### config.mk
export PLATFORM = sky130hd
export DESIGN_NAME = lsu_align
export DESIGN_NICKNAME = d
export VERILOG_FILES = /design/src/rtl/lsu_pkg.sv /design/src/rtl/lsu_lane_merge.sv /design/src/rtl/lsu_align.sv
export SDC_FILE = /design/constraint.sdc
export NUM_CORES = 1
export LEC_CHECK = 0
export ABC_AREA = 1
export CAP_MARGIN = 40
export CORE_MARGIN = 2
export CORE_UTILIZATION = 52
export CTS_CLUSTER_DIAMETER = 150
export DETAILED_ROUTE_END_ITERATION = 8
export GPL_TIMING_DRIVEN = 0
export PLACE_DENSITY_LB_ADDON = 0.3
export SLEW_MARGIN = 30
export SYNTH_ARGS = -nofsm -noshare
export SYNTH_HDL_FRONTEND = slang
export SYNTH_HIERARCHICAL = 1
export SYNTH_SLANG_ARGS = --single-unit
### constraint.sdc
create_clock -name clk -period 4.3 [get_ports clk]
set_clock_uncertainty 0.05 [all_clocks]
set_input_delay 0.43 -clock clk [delete_from_list [all_inputs] [get_ports clk]]
set_output_delay 0.43 -clock clk [all_outputs]
set_load 0.05 [all_outputs]
### src/rtl/lsu_pkg.sv
// Shared definitions for the load/store alignment unit: access-size
// encodings, FSM state type and small helpers for byte counts and
// load-data extension.
package lsu_pkg;

    localparam logic [1:0] SZ_BYTE = 2'b00;
    localparam logic [1:0] SZ_HALF = 2'b01;
    localparam logic [1:0] SZ_WORD = 2'b10;

    typedef enum logic {
        ST_IDLE   = 1'b0,
        ST_SECOND = 1'b1
    } lsu_state_e;

    // Number of bytes touched by an access of the given size (1, 2 or 4).
    function automatic logic [2:0] nbytes(input logic [1:0] size);
        logic [2:0] n;
        case (size)
            SZ_BYTE: n = 3'd1;
            SZ_HALF: n = 3'd2;
            default: n = 3'd4;
        endcase
        return n;
    endfunction

    // Sign- or zero-extend right-aligned load data to 32 bits.
    function automatic logic [31:0] extend(input logic [31:0] d,
                                           input logic [1:0]  size,
                                           input logic        uns);
        logic [31:0] r;
        case (size)
            SZ_BYTE: r = {{24{d[7] & ~uns}}, d[7:0]};
            SZ_HALF: r = {{16{d[15] & ~uns}}, d[15:0]};
            default: r = d;
        endcase
        return r;
    endfunction

endpackage

### src/rtl/lsu_lane_merge.sv
// Byte-lane merge for stores: lanes offset_i .. offset_i+count_i-1 of the
// old word are replaced by consecutive bytes of data_i starting at byte
// start_i. Lanes outside that window keep their old value.
module lsu_lane_merge (
    input  logic [31:0] old_i,
    input  logic [31:0] data_i,
    input  logic [1:0]  offset_i,
    input  logic [2:0]  count_i,
    input  logic [1:0]  start_i,
    output logic [31:0] merged_o
);

    logic [3:0][7:0] data_b;
    assign data_b = data_i;

    for (genvar gi = 0; gi < 4; gi++) begin : g_lane
        logic       in_range;
        logic [1:0] src;
        // Lane is written when it falls inside [offset, offset+count).
        assign in_range = (3'(gi) >= {1'b0, offset_i}) &&
                          (3'(gi) < ({1'b0, offset_i} + count_i));
        // Source byte index; modulo-4 arithmetic is exact inside the window.
        assign src = start_i + 2'(gi) - offset_i;
        assign merged_o[8*gi +: 8] = in_range ? data_b[src] : old_i[8*gi +: 8];
    end

endmodule

### src/rtl/lsu_align.sv
// MEM-stage load/store alignment unit. Converts byte-addressed requests
// into word accesses on a word-indexed data memory, merging store bytes
// and extracting/extending load bytes. Accesses that cross a word
// boundary take two memory cycles with a one-cycle stall.
// Build option: define LSU_MISALIGN_TRAP_EN to trap crossing accesses
// (no memory access, misalign_trap pulse) instead of splitting them.
module lsu_align
    import lsu_pkg::*;
#(
    parameter int DMEM_ADDR_WIDTH = 10,
    parameter int DMEM_DEPTH      = 2**DMEM_ADDR_WIDTH
) (
    input  logic                       clk,
    input  logic                       reset_b,
    input  logic                       req_valid,
    input  logic [31:0]                req_addr,
    input  logic [31:0]                req_wdata,
    input  logic                       req_read,
    input  logic                       req_write,
    input  logic [1:0]                 req_size,
    input  logic                       req_unsigned,
    output logic                       stall,
    output logic                       rsp_valid,
    output logic [31:0]                rsp_rdata,
    output logic                       misalign_trap,
    output logic [DMEM_ADDR_WIDTH-1:0] dm_addr,
    output logic [31:0]                dm_din,
    output logic                       dm_mem_read,
    output logic                       dm_mem_write,
    output logic [1:0]                 dm_size,
    output logic                       dm_notsigned,
    input  logic [31:0]                dm_dout
);

    lsu_state_e                 state_q, state_d;
    logic                       store_q;
    logic [1:0]                 size_q;
    logic                       uns_q;
    logic [1:0]                 off_q;
    logic [DMEM_ADDR_WIDTH-1:0] waddr_q;
    logic [31:0]                wdata_q;
    logic [31:0]                ld_lo_q;
    logic                       rsp_valid_q;
    logic [31:0]                rsp_rdata_q;
`ifdef LSU_MISALIGN_TRAP_EN
    logic                       trap_q;
`endif

    logic                       is_store, is_load, active, crossing;
    logic [1:0]                 off;
    logic [2:0]                 nb;
    logic [DMEM_ADDR_WIDTH-1:0] w, w_next;
    logic [1:0]                 lo_bytes_q;
    logic [31:0]                ld_shift, ld_comb;
    logic [31:0]                mg_data, merged;
    logic [1:0]                 mg_off, mg_start;
    logic [2:0]                 mg_count;
    logic                       unused_addr;

    // Request decode; a store wins when read and write are both asserted.
    assign is_store = req_valid & req_write;
    assign is_load  = req_valid & req_read & ~req_write;
    assign active   = is_store | is_load;
    assign off      = req_addr[1:0];
    assign w        = req_addr[DMEM_ADDR_WIDTH+1:2];
    assign w_next   = (w == DMEM_ADDR_WIDTH'(DMEM_DEPTH - 1)) ? '0 : w + 1'b1;
    assign nb       = nbytes(req_size);
    assign crossing = ({1'b0, off} + nb) > 3'd4;
    assign unused_addr = ^req_addr[31:DMEM_ADDR_WIDTH+2];

    // Bytes of the access that landed in the first word (4 - off, off >= 1).
    assign lo_bytes_q = 2'd0 - off_q;
    assign ld_shift   = dm_dout >> {off, 3'b000};
    assign ld_comb    = ld_lo_q | (dm_dout << {lo_bytes_q, 3'b000});

    // Merge window: first (or only) half in IDLE, remainder in SECOND.
    always_comb begin
        mg_data  = req_wdata;
        mg_off   = off;
        mg_start = 2'd0;
        mg_count = crossing ? (3'd4 - {1'b0, off}) : nb;
        if (state_q == ST_SECOND) begin
            mg_data  = wdata_q;
            mg_off   = 2'd0;
            mg_start = lo_bytes_q;
            mg_count = nbytes(size_q) - {1'b0, lo_bytes_q};
        end
    end

    lsu_lane_merge u_merge (
        .old_i    (dm_dout),
        .data_i   (mg_data),
        .offset_i (mg_off),
        .count_i  (mg_count),
        .start_i  (mg_start),
        .merged_o (merged)
    );

    // Memory-side control and next state.
    always_comb begin
        state_d      = state_q;
        dm_addr      = '0;
        dm_mem_read  = 1'b0;
        dm_mem_write = 1'b0;
        stall        = 1'b0;
        case (state_q)
            ST_IDLE: begin
`ifdef LSU_MISALIGN_TRAP_EN
                if (active && !crossing) begin
                    dm_addr      = w;
                    dm_mem_read  = 1'b1;
                    dm_mem_write = is_store;
                end
`else
                if (active) begin
                    dm_addr      = w;
                    dm_mem_read  = 1'b1;
                    dm_mem_write = is_store;
                    stall        = crossing;
                    if (crossing) state_d = ST_SECOND;
                end
`endif
            end
            ST_SECOND: begin
                dm_addr      = waddr_q;
                dm_mem_read  = 1'b1;
                dm_mem_write = store_q;
                state_d      = ST_IDLE;
            end
            default: state_d = ST_IDLE;
        endcase
    end

    assign dm_din       = merged;
    assign dm_size      = SZ_WORD;
    assign dm_notsigned = 1'b0;

    // FSM state, captured split-access info and registered load response.
    always_ff @(posedge clk or negedge reset_b) begin
        if (!reset_b) begin
            state_q     <= ST_IDLE;
            store_q     <= 1'b0;
            size_q      <= 2'b00;
            uns_q       <= 1'b0;
            off_q       <= 2'b00;
            waddr_q     <= '0;
            wdata_q     <= '0;
            ld_lo_q     <= '0;
            rsp_valid_q <= 1'b0;
            rsp_rdata_q <= '0;
`ifdef LSU_MISALIGN_TRAP_EN
            trap_q      <= 1'b0;
`endif
        end else begin
            state_q     <= state_d;
            rsp_valid_q <= 1'b0;
`ifdef LSU_MISALIGN_TRAP_EN
            trap_q      <= 1'b0;
`endif
            case (state_q)
                ST_IDLE: begin
                    if (active && crossing) begin
`ifdef LSU_MISALIGN_TRAP_EN
                        trap_q <= 1'b1;
                        if (is_load) begin
                            rsp_valid_q <= 1'b1;
                            rsp_rdata_q <= '0;
                        end
`else
                        store_q <= is_store;
                        size_q  <= req_size;
                        uns_q   <= req_unsigned;
                        off_q   <= off;
                        waddr_q <= w_next;
                        wdata_q <= req_wdata;
                        ld_lo_q <= ld_shift;
`endif
                    end else if (is_load) begin
                        rsp_valid_q <= 1'b1;
                        rsp_rdata_q <= extend(ld_shift, req_size, req_unsigned);
                    end
                end
                ST_SECOND: begin
                    if (!store_q) begin
                        rsp_valid_q <= 1'b1;
                        rsp_rdata_q <= extend(ld_comb, size_q, uns_q);
                    end
                end
                default: ;
            endcase
        end
    end

    assign rsp_valid = rsp_valid_q;
    assign rsp_rdata = rsp_rdata_q;
`ifdef LSU_MISALIGN_TRAP_EN
    assign misalign_trap = trap_q;
`else
    assign misalign_trap = 1'b0;
`endif

endmodule

==> results.sh <==
export IMPL_outcome="completed"
export IMPL_drt_vias_per_instance=5.97
export IMPL_startpoint_type="register"
export IMPL_startpoint="off_q[1]"
export IMPL_required_ns=3.82
export IMPL_vias=10700
export IMPL_final_common_cell="nand2_1"
export IMPL_cts_tree="built"
export IMPL_htree_levels=4
export IMPL_cp_end_kind="output pin"
export IMPL_die_area_sq_um=17700
export IMPL_drtIter0Drc=1592
export IMPL_slowest_delay_ns=0.51
export IMPL_synth_cell_area_sq_um=8650
export IMPL_routed_wl_um=36700
export IMPL_drv_slew=0
export IMPL_synth_area_per_cell_sq_um=6.32
export IMPL_critical_path_top_delay_family="adder cells"
export IMPL_rows=47
export IMPL_io_buffers=160
export IMPL_grt_max_degree=86
export IMPL_grt_pass1_vias=9831
export IMPL_die_h_um=133
export IMPL_num_antenna_cells=0
export IMPL_hold_path_class="input pin to asynchronous set/reset pin"
export IMPL_track_usage_pct=41.4
export IMPL_fin_nets=1670
export IMPL_clockRootBuffer="clkbuf_16"
export IMPL_fin_crit_ns=4.21
export IMPL_worstSkewPairLatency_ns=0.43
export IMPL_synth_ff_latch_count=114
export IMPL_hpwlAfterDp_um=27000
export IMPL_post_drt_wl_per_cell_um=20.5
export IMPL_ir_worst_vdd_mv=0.397
export IMPL_cts_sinks=114
export IMPL_synth_cells=1368
export IMPL_yosysSeqAreaShare_pct=33.0
export IMPL_cp_arrival_ns=3.73
export IMPL_maxCapViolCount=0
export IMPL_finalCritPeriodShare_pct=97.9
export IMPL_coreArea_sq_um=16400
export IMPL_place_area_sq_um=10600
export IMPL_finalSetupViolCount=0
export IMPL_drc=0
export IMPL_clkTransAtPathRegs_ns=0.06
export IMPL_clock_path_buffers=2
export IMPL_drive_gt1_share_pct=13.1
export IMPL_yosysWarnings=6
export IMPL_dr_pass1_iters=9
export IMPL_fillers=1428
export IMPL_slew_limit_headroom_pct=38.8
export IMPL_fin_util_pct=69.4
export IMPL_r2r_start="off_q[0]"
export IMPL_areaGrowthSynthToFinish_pct=31.7
export IMPL_pin_count=186
export IMPL_critPathSlowestCell="fa_1"
export IMPL_grt_first_pass_wirelength_um=55500
export IMPL_die_x_um=133
export IMPL_power_density_nw_per_um2=559
export IMPL_final_cell_mix="477 x nand2_1, 179 x o21ai_0, 178 x nand3_1, 130 x inv_1, 124 x clkdlybuf4s50_1"
export IMPL_worstPathCellList="inv_1 > nand2_1 > nand2_1 > buf_4 > fa_1 > nor2_1 > a31oi_1 > fa_2 > inv_1 > nand3b_1 > nand2_4 > inv_2 > nand2_1 > nand2_1 > buf_6"
export IMPL_p_leak_nw=5.84
export IMPL_critical_path_buf_inv_count=5
export IMPL_rsz0062_at_grt="no"
export IMPL_cts_made_buffers=17
export IMPL_fmax_mhz=237
export IMPL_start_util_pct=52.7
export IMPL_ant_nets=0
export IMPL_place_gp_congestion=1.07
export IMPL_grt_overflow_total=0
export IMPL_netlist_cell_type_count=36
export IMPL_postLayoutCellArea_sq_um=11400
export IMPL_cp_common_cell="nand2_1"
export IMPL_antenna_found_initial=2
export IMPL_tightest_slew_ns=0.908
export IMPL_finalHoldViolCount=0
export IMPL_path_max_fanout=10
export IMPL_path_class="register to output pin"
==> per-layer routing <==
metal  wire, um  vias up  part of all wire (%)  track usage [%]
li1           -     4777                     -                -
met1      14300     4935                    39             57.9
met2      15600      823                    42             61.0
met3       5350      141                    15             12.1
met4       1510        0                   4.1             14.7
met5          0        -                     0                0
==> report_power, final <==
group          switching (mW)  internal (mW)  total [mW]
sequential              0.150           1.39        1.54
clock                   0.608          0.989        1.60
combinational            2.23           1.00        3.23
total                    2.98           3.38        6.36
==> what timing repair did <==
item,CTS,global route
cloned,1,0
pin swaps,5,7
endpoints found under the setup margin,33,32
endpoints found under the hold margin,29,0
buffers inserted,6,0
hold buffers,1,0
resized for setup,232,28
==> synth_stat cells, drive strengths merged <==
cell type  instances  area, sq um
a21oi             15         78.8
a22o               1         8.76
a31oi              6         37.5
buf               70          433
clkbuf            14         92.6
conb               2         7.51
dfrtp            114         2850
fa                 3         60.1
ha                 7         87.6
inv              146          548
nand2            494         1890
nand3            192          998
nand3b            10         75.1
nand4              3         18.8
nor2              71          308
nor3               2         10.0
o211ai             7         52.6
o21ai            198          995
o22ai              7         43.8
or2                1         6.26
xor2               5         43.8
==> flip-flops by register name (all words and copies together) (netlist names) <==
name and cells:
ld_lo_q 32, rsp_rdata 32, wdata_q 32, waddr_q 10, off_q 2, size_q 2
rsp_valid 1, state_q 1, store_q 1, uns_q 1
==> through the flow <==
stage	worst slack, ns	hold slack, ns	power [mW]	cells	setup TNS, ns
detailed placement	-1.57	0.257	4.57	1751	-45.79
CTS	-0.0213	0.380	6.23	1790	-0.0997
global route	0.000322	0.410	6.63	1789	0
global placement	-1.77	0.405	4.51	1750	-243.62
floorplan	0.0743	0.0844	3.52	1370	0
finish	0.0886	0.391	6.36	1789	0
==> worst reg2reg max path, cell delays in order, from the launching register on <==
cell	delay, ns
dfrtp_1	0.47
buf_2	0.26
o21ai_0	0.57
nand2_1	0.14
nand2_1	0.12
nand2_1	0.05
nand3_1	0.09
nand3_1	0.09
nand2_1	0.08
==> cell type report <==
cell class                      instances  area, sq um  area share (%)
Buffer                                 82          527            4.63
Clock buffer                           17          425            3.74
Clock inverter                         15          221            1.94
Inverter                              146          567            4.98
Multi-Input combinational cell       1027         4860            42.7
Sequential cell                       114         2850            25.1
Tap cell                              220          275            2.42
Timing Repair Buffer                  168         1660            14.6
==> cell families after synthesis <==
family	Yosys count	share of synthesized area (%)
and+or+nand+nor	773	38.2
AOI/OAI and AO/OA	234	14.1
buffers and inverters	230	12.4
DFF	114	33.0
adders and majority gates	10	1.71
xor gates and xnor gates	5	0.506
other	2	0.0868
==> worst paths after layout <==
check	cells past startpoint	end	slack [ns]
setup / recovery	15	dm_din[7]	0.09
hold / removal	2	wdata_q[25]	0.39
setup reg to reg	8	rsp_rdata[25]	2.33
hold reg to reg	2	rsp_rdata[13]	0.43
max in group asynchronous	3	off_q[1]	3.03
min in group clk	4	size_q[0]	0.39
No activity file was read; power rests on OpenSTA's default activity.
